===== src/rtl/nibbler_io_pkg.sv =====
// rtl/nibbler_io_pkg.sv - shared width and debounce state type for the Nibbler pushbutton input stage
package nibbler_io_pkg;
   localparam int NIB_W = 4;
   typedef enum logic {DB_STABLE, DB_PENDING} db_state_t;
endpackage


===== src/rtl/button_conditioner_if.sv =====
// rtl/button_conditioner_if.sv - button lines, ack and conditioned outputs between board and CPU input stage
interface button_conditioner_if
   import nibbler_io_pkg::*;
#(
   parameter int WIDTH = NIB_W
);
   logic [WIDTH-1:0] btn_raw;
   logic             ack;
   logic [WIDTH-1:0] buttons;
   logic [WIDTH-1:0] press_pulse;

   modport master (output btn_raw, output ack, input buttons, input press_pulse);
   modport slave  (input btn_raw, input ack, output buttons, output press_pulse);
endinterface


===== src/rtl/debounce_bit.sv =====
// rtl/debounce_bit.sv - one button line: synchroniser chain, debounce FSM with counter, registered press pulse
module debounce_bit
   import nibbler_io_pkg::*;
#(
   parameter int SYNC_STAGES     = 2,
   parameter int DEBOUNCE_CYCLES = 16
) (
   input  logic clk,
   input  logic reset,
   input  logic i_raw,
   output logic o_stable,
   output logic o_press
);
   localparam int            CW   = $clog2(DEBOUNCE_CYCLES);
   localparam logic [CW-1:0] TERM = CW'(DEBOUNCE_CYCLES - 1);

   logic [SYNC_STAGES-1:0] r_sync;
   db_state_t              r_state, w_state_nxt;
   logic [CW-1:0]          r_cnt, w_cnt_nxt;
   logic                   r_stable, w_stable_nxt;
   logic                   r_press, w_press_nxt;
   logic                   w_sync;

   assign w_sync = r_sync[SYNC_STAGES-1];

   always_ff @(posedge clk) begin
      if (reset) begin
         r_sync   <= '0;
         r_state  <= DB_STABLE;
         r_cnt    <= '0;
         r_stable <= 1'b0;
         r_press  <= 1'b0;
      end else begin
         r_sync   <= {r_sync[SYNC_STAGES-2:0], i_raw};
         r_state  <= w_state_nxt;
         r_cnt    <= w_cnt_nxt;
         r_stable <= w_stable_nxt;
         r_press  <= w_press_nxt;
      end
   end

   // Any sample matching the accepted level aborts the pending change.
   always_comb begin
      w_state_nxt  = r_state;
      w_cnt_nxt    = r_cnt;
      w_stable_nxt = r_stable;
      w_press_nxt  = 1'b0;
      case (r_state)
         DB_STABLE: begin
            if (w_sync != r_stable) begin
               w_state_nxt = DB_PENDING;
               w_cnt_nxt   = CW'(1);
            end else begin
               w_cnt_nxt   = '0;
            end
         end
         DB_PENDING: begin
            if (w_sync == r_stable) begin
               w_state_nxt = DB_STABLE;
               w_cnt_nxt   = '0;
            end else if (r_cnt == TERM) begin
               w_state_nxt  = DB_STABLE;
               w_cnt_nxt    = '0;
               w_stable_nxt = w_sync;
               w_press_nxt  = w_sync;
            end else begin
               w_cnt_nxt = r_cnt + CW'(1);
            end
         end
         default: begin
            w_state_nxt = DB_STABLE;
            w_cnt_nxt   = '0;
         end
      endcase
   end

   assign o_stable = r_stable;
   assign o_press  = r_press;
endmodule


===== src/rtl/button_conditioner.sv =====
// rtl/button_conditioner.sv - per-bit debounced pushbutton nibble for the CPU; BTN_STICKY_EN latches presses until ack
module button_conditioner
   import nibbler_io_pkg::*;
#(
   parameter int WIDTH           = NIB_W,
   parameter int SYNC_STAGES     = 2,
   parameter int DEBOUNCE_CYCLES = 16
) (
   input logic                 clk,
   input logic                 reset,
   button_conditioner_if.slave bus
);
   logic [WIDTH-1:0] w_stable;
   logic [WIDTH-1:0] w_press;

   for (genvar g = 0; g < WIDTH; g++) begin : g_bit
      debounce_bit #(
         .SYNC_STAGES     (SYNC_STAGES),
         .DEBOUNCE_CYCLES (DEBOUNCE_CYCLES)
      ) u_db (
         .clk      (clk),
         .reset    (reset),
         .i_raw    (bus.btn_raw[g]),
         .o_stable (w_stable[g]),
         .o_press  (w_press[g])
      );
   end

`ifdef BTN_STICKY_EN
   logic [WIDTH-1:0] r_sticky;

   // A press arriving in the same cycle as ack must survive, so set dominates clear.
   always_ff @(posedge clk) begin
      if (reset) r_sticky <= '0;
      else       r_sticky <= w_press | (r_sticky & ~{WIDTH{bus.ack}});
   end

   assign bus.buttons = r_sticky;
`else
   logic w_unused_ack;
   assign w_unused_ack = bus.ack;
   assign bus.buttons  = w_stable;
`endif

   assign bus.press_pulse = w_press;
endmodule


===== src/flat_wrapper.sv =====
// flat-port wrapper written by rule: the top's interface ports become plain ports
module button_conditioner_flat import nibbler_io_pkg::*;
#(
   parameter int WIDTH           = NIB_W,
   parameter int SYNC_STAGES     = 2,
   parameter int DEBOUNCE_CYCLES = 16
)
  (clk, reset, bus_btn_raw, bus_ack, bus_buttons, bus_press_pulse);
  button_conditioner_if #(.WIDTH(WIDTH)) bus_i ();
  input logic clk;
  input logic reset;
  input wire logic [$bits(bus_i.btn_raw)-1:0] bus_btn_raw;
  input wire logic [$bits(bus_i.ack)-1:0] bus_ack;
  output wire logic [$bits(bus_i.buttons)-1:0] bus_buttons;
  output wire logic [$bits(bus_i.press_pulse)-1:0] bus_press_pulse;
  assign bus_i.btn_raw = bus_btn_raw;
  assign bus_i.ack = bus_ack;
  assign bus_buttons = bus_i.buttons;
  assign bus_press_pulse = bus_i.press_pulse;
  button_conditioner #(.WIDTH(WIDTH), .SYNC_STAGES(SYNC_STAGES), .DEBOUNCE_CYCLES(DEBOUNCE_CYCLES)) u_core (.clk(clk), .reset(reset), .bus(bus_i));
endmodule

===== config.mk =====
export PLATFORM = sky130hd
export DESIGN_NAME = button_conditioner_flat
export DESIGN_NICKNAME = d
export VERILOG_FILES = /design/src/rtl/nibbler_io_pkg.sv /design/src/rtl/button_conditioner_if.sv /design/src/rtl/debounce_bit.sv /design/src/rtl/button_conditioner.sv /design/src/flat_wrapper.sv
export SDC_FILE = /design/constraint.sdc
export NUM_CORES = 1
export LEC_CHECK = 0
export ABC_AREA = 1
export BUFFER_PORTS_ARGS = -buffer_cell sky130_fd_sc_hd__buf_2
export CAP_MARGIN = 5
export CORE_MARGIN = 2
export CORE_UTILIZATION = 35
export CTS_CLUSTER_DIAMETER = 30
export DETAILED_ROUTE_END_ITERATION = 16
export PLACE_DENSITY_LB_ADDON = 0.25
export SKIP_CTS_REPAIR_TIMING = 1
export SYNTH_ARGS = -nofsm -noshare
export SYNTH_HDL_FRONTEND = slang
export SYNTH_SLANG_ARGS = --single-unit
export TNS_END_PERCENT = 5

===== constraint.sdc =====
create_clock -name clk -period 3.1 [get_ports clk]
set_input_delay 0.31 -clock clk [delete_from_list [all_inputs] [get_ports clk]]
set_output_delay 0.31 -clock clk [all_outputs]
set_load 0.02 [all_outputs]

==> results of run 1 <==
-- tightest hold or removal path: cells and delay by family --
family | cells | cell delay [ns]
buf+inv | 2 | 0.10
simple gates | 1 | 0.06
-- path summary, 6_finish.rpt --
path | endpoint | cells after the start | start | slack (ns)
min | u_core.g_bit[3].u_db.r_sync[0] | 3 | bus_btn_raw[3] | 0.22
max reg2reg | u_core.g_bit[3].u_db.o_stable | 5 | u_core.g_bit[3].u_db.r_cnt[0] | 2.00
max | bus_buttons[3] | 1 | u_core.g_bit[3].u_db.o_stable | 1.95
min reg2reg | u_core.g_bit[2].u_db.r_sync[1] | 2 | u_core.g_bit[2].u_db.r_sync[0] | 0.40
-- metal layers --
metal  global-route usage [%]  vias to the layer above
met1                     13.5                      441
met2                     16.4                       14
met3                     6.00                        5
met5                        0                        -
li1                         -                      558
met4                     7.65                        0
-- final cells by class --
class	count	area share (%)
well taps	50	4.00
inverters	29	6.97
flip-flops and latches	36	46.1
clock buffers	6	4.64
clock inverters	1	0.320
repair buffers	13	4.16
multi-input cells	101	33.8
-- sequential cells by signal (all words and copies together) (netlist names) --
signal                      flops
u_core.g_bit.u_db.r_cnt        16
u_core.g_bit.u_db.r_sync        8
u_core.g_bit.u_db.r_state       4
u_core.g_bit.u_db.o_stable      4
u_core.g_bit.u_db.o_press       4
-- synth_stat cells --
cell | number | share of area (%)
nor3_1 | 2 | 0.70
nand2_2 | 1 | 0.44
inv_2 | 2 | 0.53
a21oi_1 | 6 | 2.1
nor2_2 | 2 | 0.88
ha_1 | 4 | 3.5
a21oi_2 | 2 | 1.2
buf_4 | 8 | 4.2
xor2_1 | 4 | 2.5
nand4_1 | 8 | 3.5
dfxtp_1 | 36 | 51
xnor2_1 | 4 | 2.5
nand3_2 | 2 | 1.4
inv_1 | 27 | 7.1
nand3_1 | 11 | 3.9
buf_2 | 1 | 0.35
nor2_1 | 34 | 9.0
nand2_1 | 21 | 5.5
-- through the flow --
| stage | hold slack (ns) | area, um^2 | total power [W] | util (%) | worst slack (ns) |
|---|---|---|---|---|---|
| CTS | 0.219 | 1560 | 0.000815 | 39.6 | 1.93 |
| floorplan | 0.372 | 1420 | 0.000498 | - | 2.12 |
| global route | 0.214 | 1560 | 0.000846 | 39.6 | 1.87 |
| detailed placement | 0.396 | 1490 | 0.000506 | 37.7 | 1.98 |
| global placement | 0.390 | 1490 | 0.000505 | 37.7 | 1.99 |
| finish | 0.224 | 1560 | 0.000802 | 39.6 | 1.95 |
-- power by group --
part	switching (W)	internal (W)	total, W
Sequential	0.00000518	0.000470	0.000475
Clock	0.000155	0.000153	0.000307
Combinational	0.0000123	0.00000715	0.0000194
-- logic make-up after synthesis --
family | count (synthesis) | share of synthesized area, %
DFF | 36 | 50.7
and+or+nand+nor | 81 | 25.3
xor gates and xnor gates | 8 | 4.92
AOI/OAI and AO/OA | 8 | 3.34
adders and majority gates | 4 | 3.52
buffers and inverters | 38 | 12.2
==> run metrics, run 1 <==
status finished clean; CTS max path bufs 2; Leak 0.658 nW; Hold Vio Cnt, Final 0; worst path cell trace buf_2; RSZ-0062 raised after global routing false; global route overflow 0; CTS Buf Count 5; Top Metal Used met4; total number of vias 1018; initial antenna violation count 0; Worst path top cell family by delay flip-flops; Initial Utilization 36.1%; Critical Path Max Stage Delay 0.37 ns; ANT cells 0; die height 67.8 um; syn avg cell area 8.13 um^2; Crit path buffers/inverters 1; startpoint class of the critical path flop; WL final 2100 um; DRT Pass-1 Iters 4; pwr dens 513 mW/mm^2; FMAX 868 MHz; # rows 23; number of global-route vias before repair 902; met3 routed WL 100 um; Syn-to-layout area delta 9.85%; CTS Root Cell clkbuf_8; vias per cell 4.31; Rel. slew slack 80.3%; worst slew pin tran 0.295 ns; Yosys warnings 0; detailed-route DRC error count 0; CTS HTree Levels 2; filler instances 413; DP Wirelength 1470 um; Placed Cells 229; Post-Syn Instances 175; clock slew at reported path FFs 0.07 ns; Routed Antenna Nets 0; slowest CP cell dfxtp_1; GRT Util Overall 11.6%; largest net degree at the start of global routing 15; Maximum Capacitance Violations 0; Distinct cells, synth 18; Routed met1 length 1100 um; gpl congestion 0.714; VDD IR-drop max 251 uV; Critical Path RT 2.79 ns; TritonCTS sink count 36; CP endpoint kind primary output; most common cell after layout, fill and taps aside dfxtp_1; fin crit period 1.15 ns; Final period util 37.2%; area of the multi-input gates 528 um^2; max-slew violations 0; Synth Cell Area 0.00142 mm^2; Tightest Hold Check Type in2reg; crit path max fanout 4; Syn Nets 186; Register Area 721 um^2; DR WL met2 838 um; first-pass GRT wire length 3770 um; register area share after synthesis 50.7%; port bufs 13; WS Path Type reg2out; CTS tree built; Die W 67.8 um; Clk Latency, worst-skew pair 0.29 ns; Final Skew 0.0107 ns; layout cells sized above 1 15.1%; critical path arrival 0.84 ns; # IOs 15; core area 0.00394 mm^2; final setup fails 0; most frequent cells in the layout dfxtp_1, nor2_1, inv_1, nand2_1, buf_2; non-filler cells, final 236; nets 197; die area 0.00459 mm^2; Setup TNS 0 ns; routed len/inst 8.88 um; initial DRC count 40; FF+latch count, synth 36
Power figures use the tool's default switching activity.
==> run 2, diff against run 1 <==
clock period = 1 ns   (was 3.1 ns; I/O delays follow)
==> run 2 against run 1 <==
  * Non-clock buffer count up 9
  * Global-route usage about the same
  * Sequential cell count unchanged
  * Largest cell class unchanged
  * Critical path type is now reg2reg
  * Sequential power rose to 3.1 times the previous value
  * Total power rose to 3.5 times the previous value
  * Combinational power rose to 3.8 times the previous value
  * Wire length up 7.3%
  * Critical path depth up 4
  * Clock skew down 0.0030 ns
  * Via count up 5.3%
==> run metrics, run 2 (synthesized netlist as in run 1, its figures left out) <==
VDD IR-drop max 882 uV; CP endpoint kind flop; RSZ-0062 raised after global routing true; port bufs 13; worst slew pin tran 0.210 ns; CTS Root Cell clkbuf_8; core area 0.00394 mm^2; gpl congestion 0.764; Hold Slack 0.00674 ns; most common cell after layout, fill and taps aside nor2_1; Critical Path RT 1.22 ns; fin crit period 0.954 ns; nets 206; clock slew at reported path FFs 0.07 ns; Routed Antenna Nets 0; Place WS -0.0352 ns; final worst slack 0.0463 ns; WL final 2250 um; Setup TNS 0 ns; WS Path Type reg2reg; initial DRC count 70; first-pass GRT wire length 3710 um; Rel. slew slack 86.0%; Hold Vio Cnt, Final 0; filler instances 402; most frequent cells in the layout nor2_1, inv_1, dfxtp_1, nand2_1, buf_2; Leak 0.716 nW; clock power share 44.5%; Final Skew 0.00771 ns; Syn-to-layout area delta 23.2%; Logic pwr share 2.7%; Placed Cells 238; largest net degree at the start of global routing 14; Regs by FF count u_core.g_bit.u_db.r_cnt x16, u_core.g_bit.u_db.r_sync x8; FMAX 1050 MHz; TritonCTS sink count 36; final setup fails 0; Flop pwr share 52.8%; total power 0.00279 W; max reg flops 16; Clk Latency, worst-skew pair 0.29 ns; Sw Ratio 20.1%; area of the multi-input gates 606 um^2; status finished clean; # IOs 15; CTS Buf Count 5; die area 0.00459 mm^2; Register Area 736 um^2; DRT Pass-1 Iters 4; non-filler cells, final 246; Final period util 95.4%; CTS HTree Levels 2; # rows 23; layout cells sized above 1 30.1%; crit path max fanout 4; Tightest Hold Check Type in2reg; number of global-route vias before repair 889; CTS max path bufs 2; total number of vias 1072; startpoint class of the critical path flop; critical path arrival 1.18 ns; die height 67.8 um; CTS tree built; GRT Util Overall 11.6%; vias per cell 4.36; Die W 67.8 um; global route overflow 0; Maximum Capacitance Violations 0; pwr dens 1590 mW/mm^2; DP Wirelength 1550 um; initial antenna violation count 0; Int Power 0.00223 W; P_sw 0.000562 W; max-slew violations 0; detailed-route DRC error count 0; Biggest register u_core.g_bit.u_db.r_cnt; ANT cells 0; Initial Utilization 36.1%; routed len/inst 9.14 um
==> run 2: area by class of cell <==
cell class / count / area share, %
tap: 50 / 3.57
clock buffer: 6 / 4.14
sequential: 36 / 42.0
inverter: 29 / 6.21
clock inverter: 2 / 2.00
timing repair buffer: 22 / 7.57
multi-input combinational: 101 / 34.5
==> run 2: worst max-delay path, stage by stage, from the launching register on <==
cell	delay [ns]
dfxtp_2	0.36
ha_4	0.16
nand2_2	0.06
nor2_4	0.10
nand3_2	0.08
a21oi_2	0.13
==> run 2: worst paths after layout <==
kind	from	to	slack [ns]	cells past startpoint
min reg2reg	u_core.g_bit[2].u_db.r_sync[0]	u_core.g_bit[2].u_db.r_sync[1]	0.40	2
max reg2reg	u_core.g_bit[3].u_db.r_cnt[0]	u_core.g_bit[3].u_db.o_stable	0.05	5
min	bus_btn_raw[3]	u_core.g_bit[3].u_db.r_sync[0]	0.007	3
max	u_core.g_bit[3].u_db.r_cnt[0]	u_core.g_bit[3].u_db.o_stable	0.05	5
==> run 2: stage by stage <==
step	utilization [%]	cell area, um^2
floorplan	-	1420
finish	44.5	1750
global placement	39.4	1550
detailed placement	39.4	1550
CTS	42.1	1660
global route	44.5	1750
==> run 2: metal layers <==
layer	vias to the layer above	track usage, %	part of all wire (%)
met5	-	0	0
met4	0	9.18	2.9
met3	5	4.50	4.7
met2	21	16.3	45
met1	468	13.8	47
li1	578	-	-
==> run 2: power groups by stage <==
stage / clock network, W / registers [W] / logic, W
6_report: 0.00124 / 0.00147 / 0.0000746
5_1_grt: 0.00135 / 0.00148 / 0.0000882
4_1_cts: 0.00129 / 0.00147 / 0.0000734
3_5_place_dp: 0 / 0.00150 / 0.0000730
3_3_place_gp: 0 / 0.00150 / 0.0000720
2_1_floorplan: 0 / 0.00150 / 0.0000410
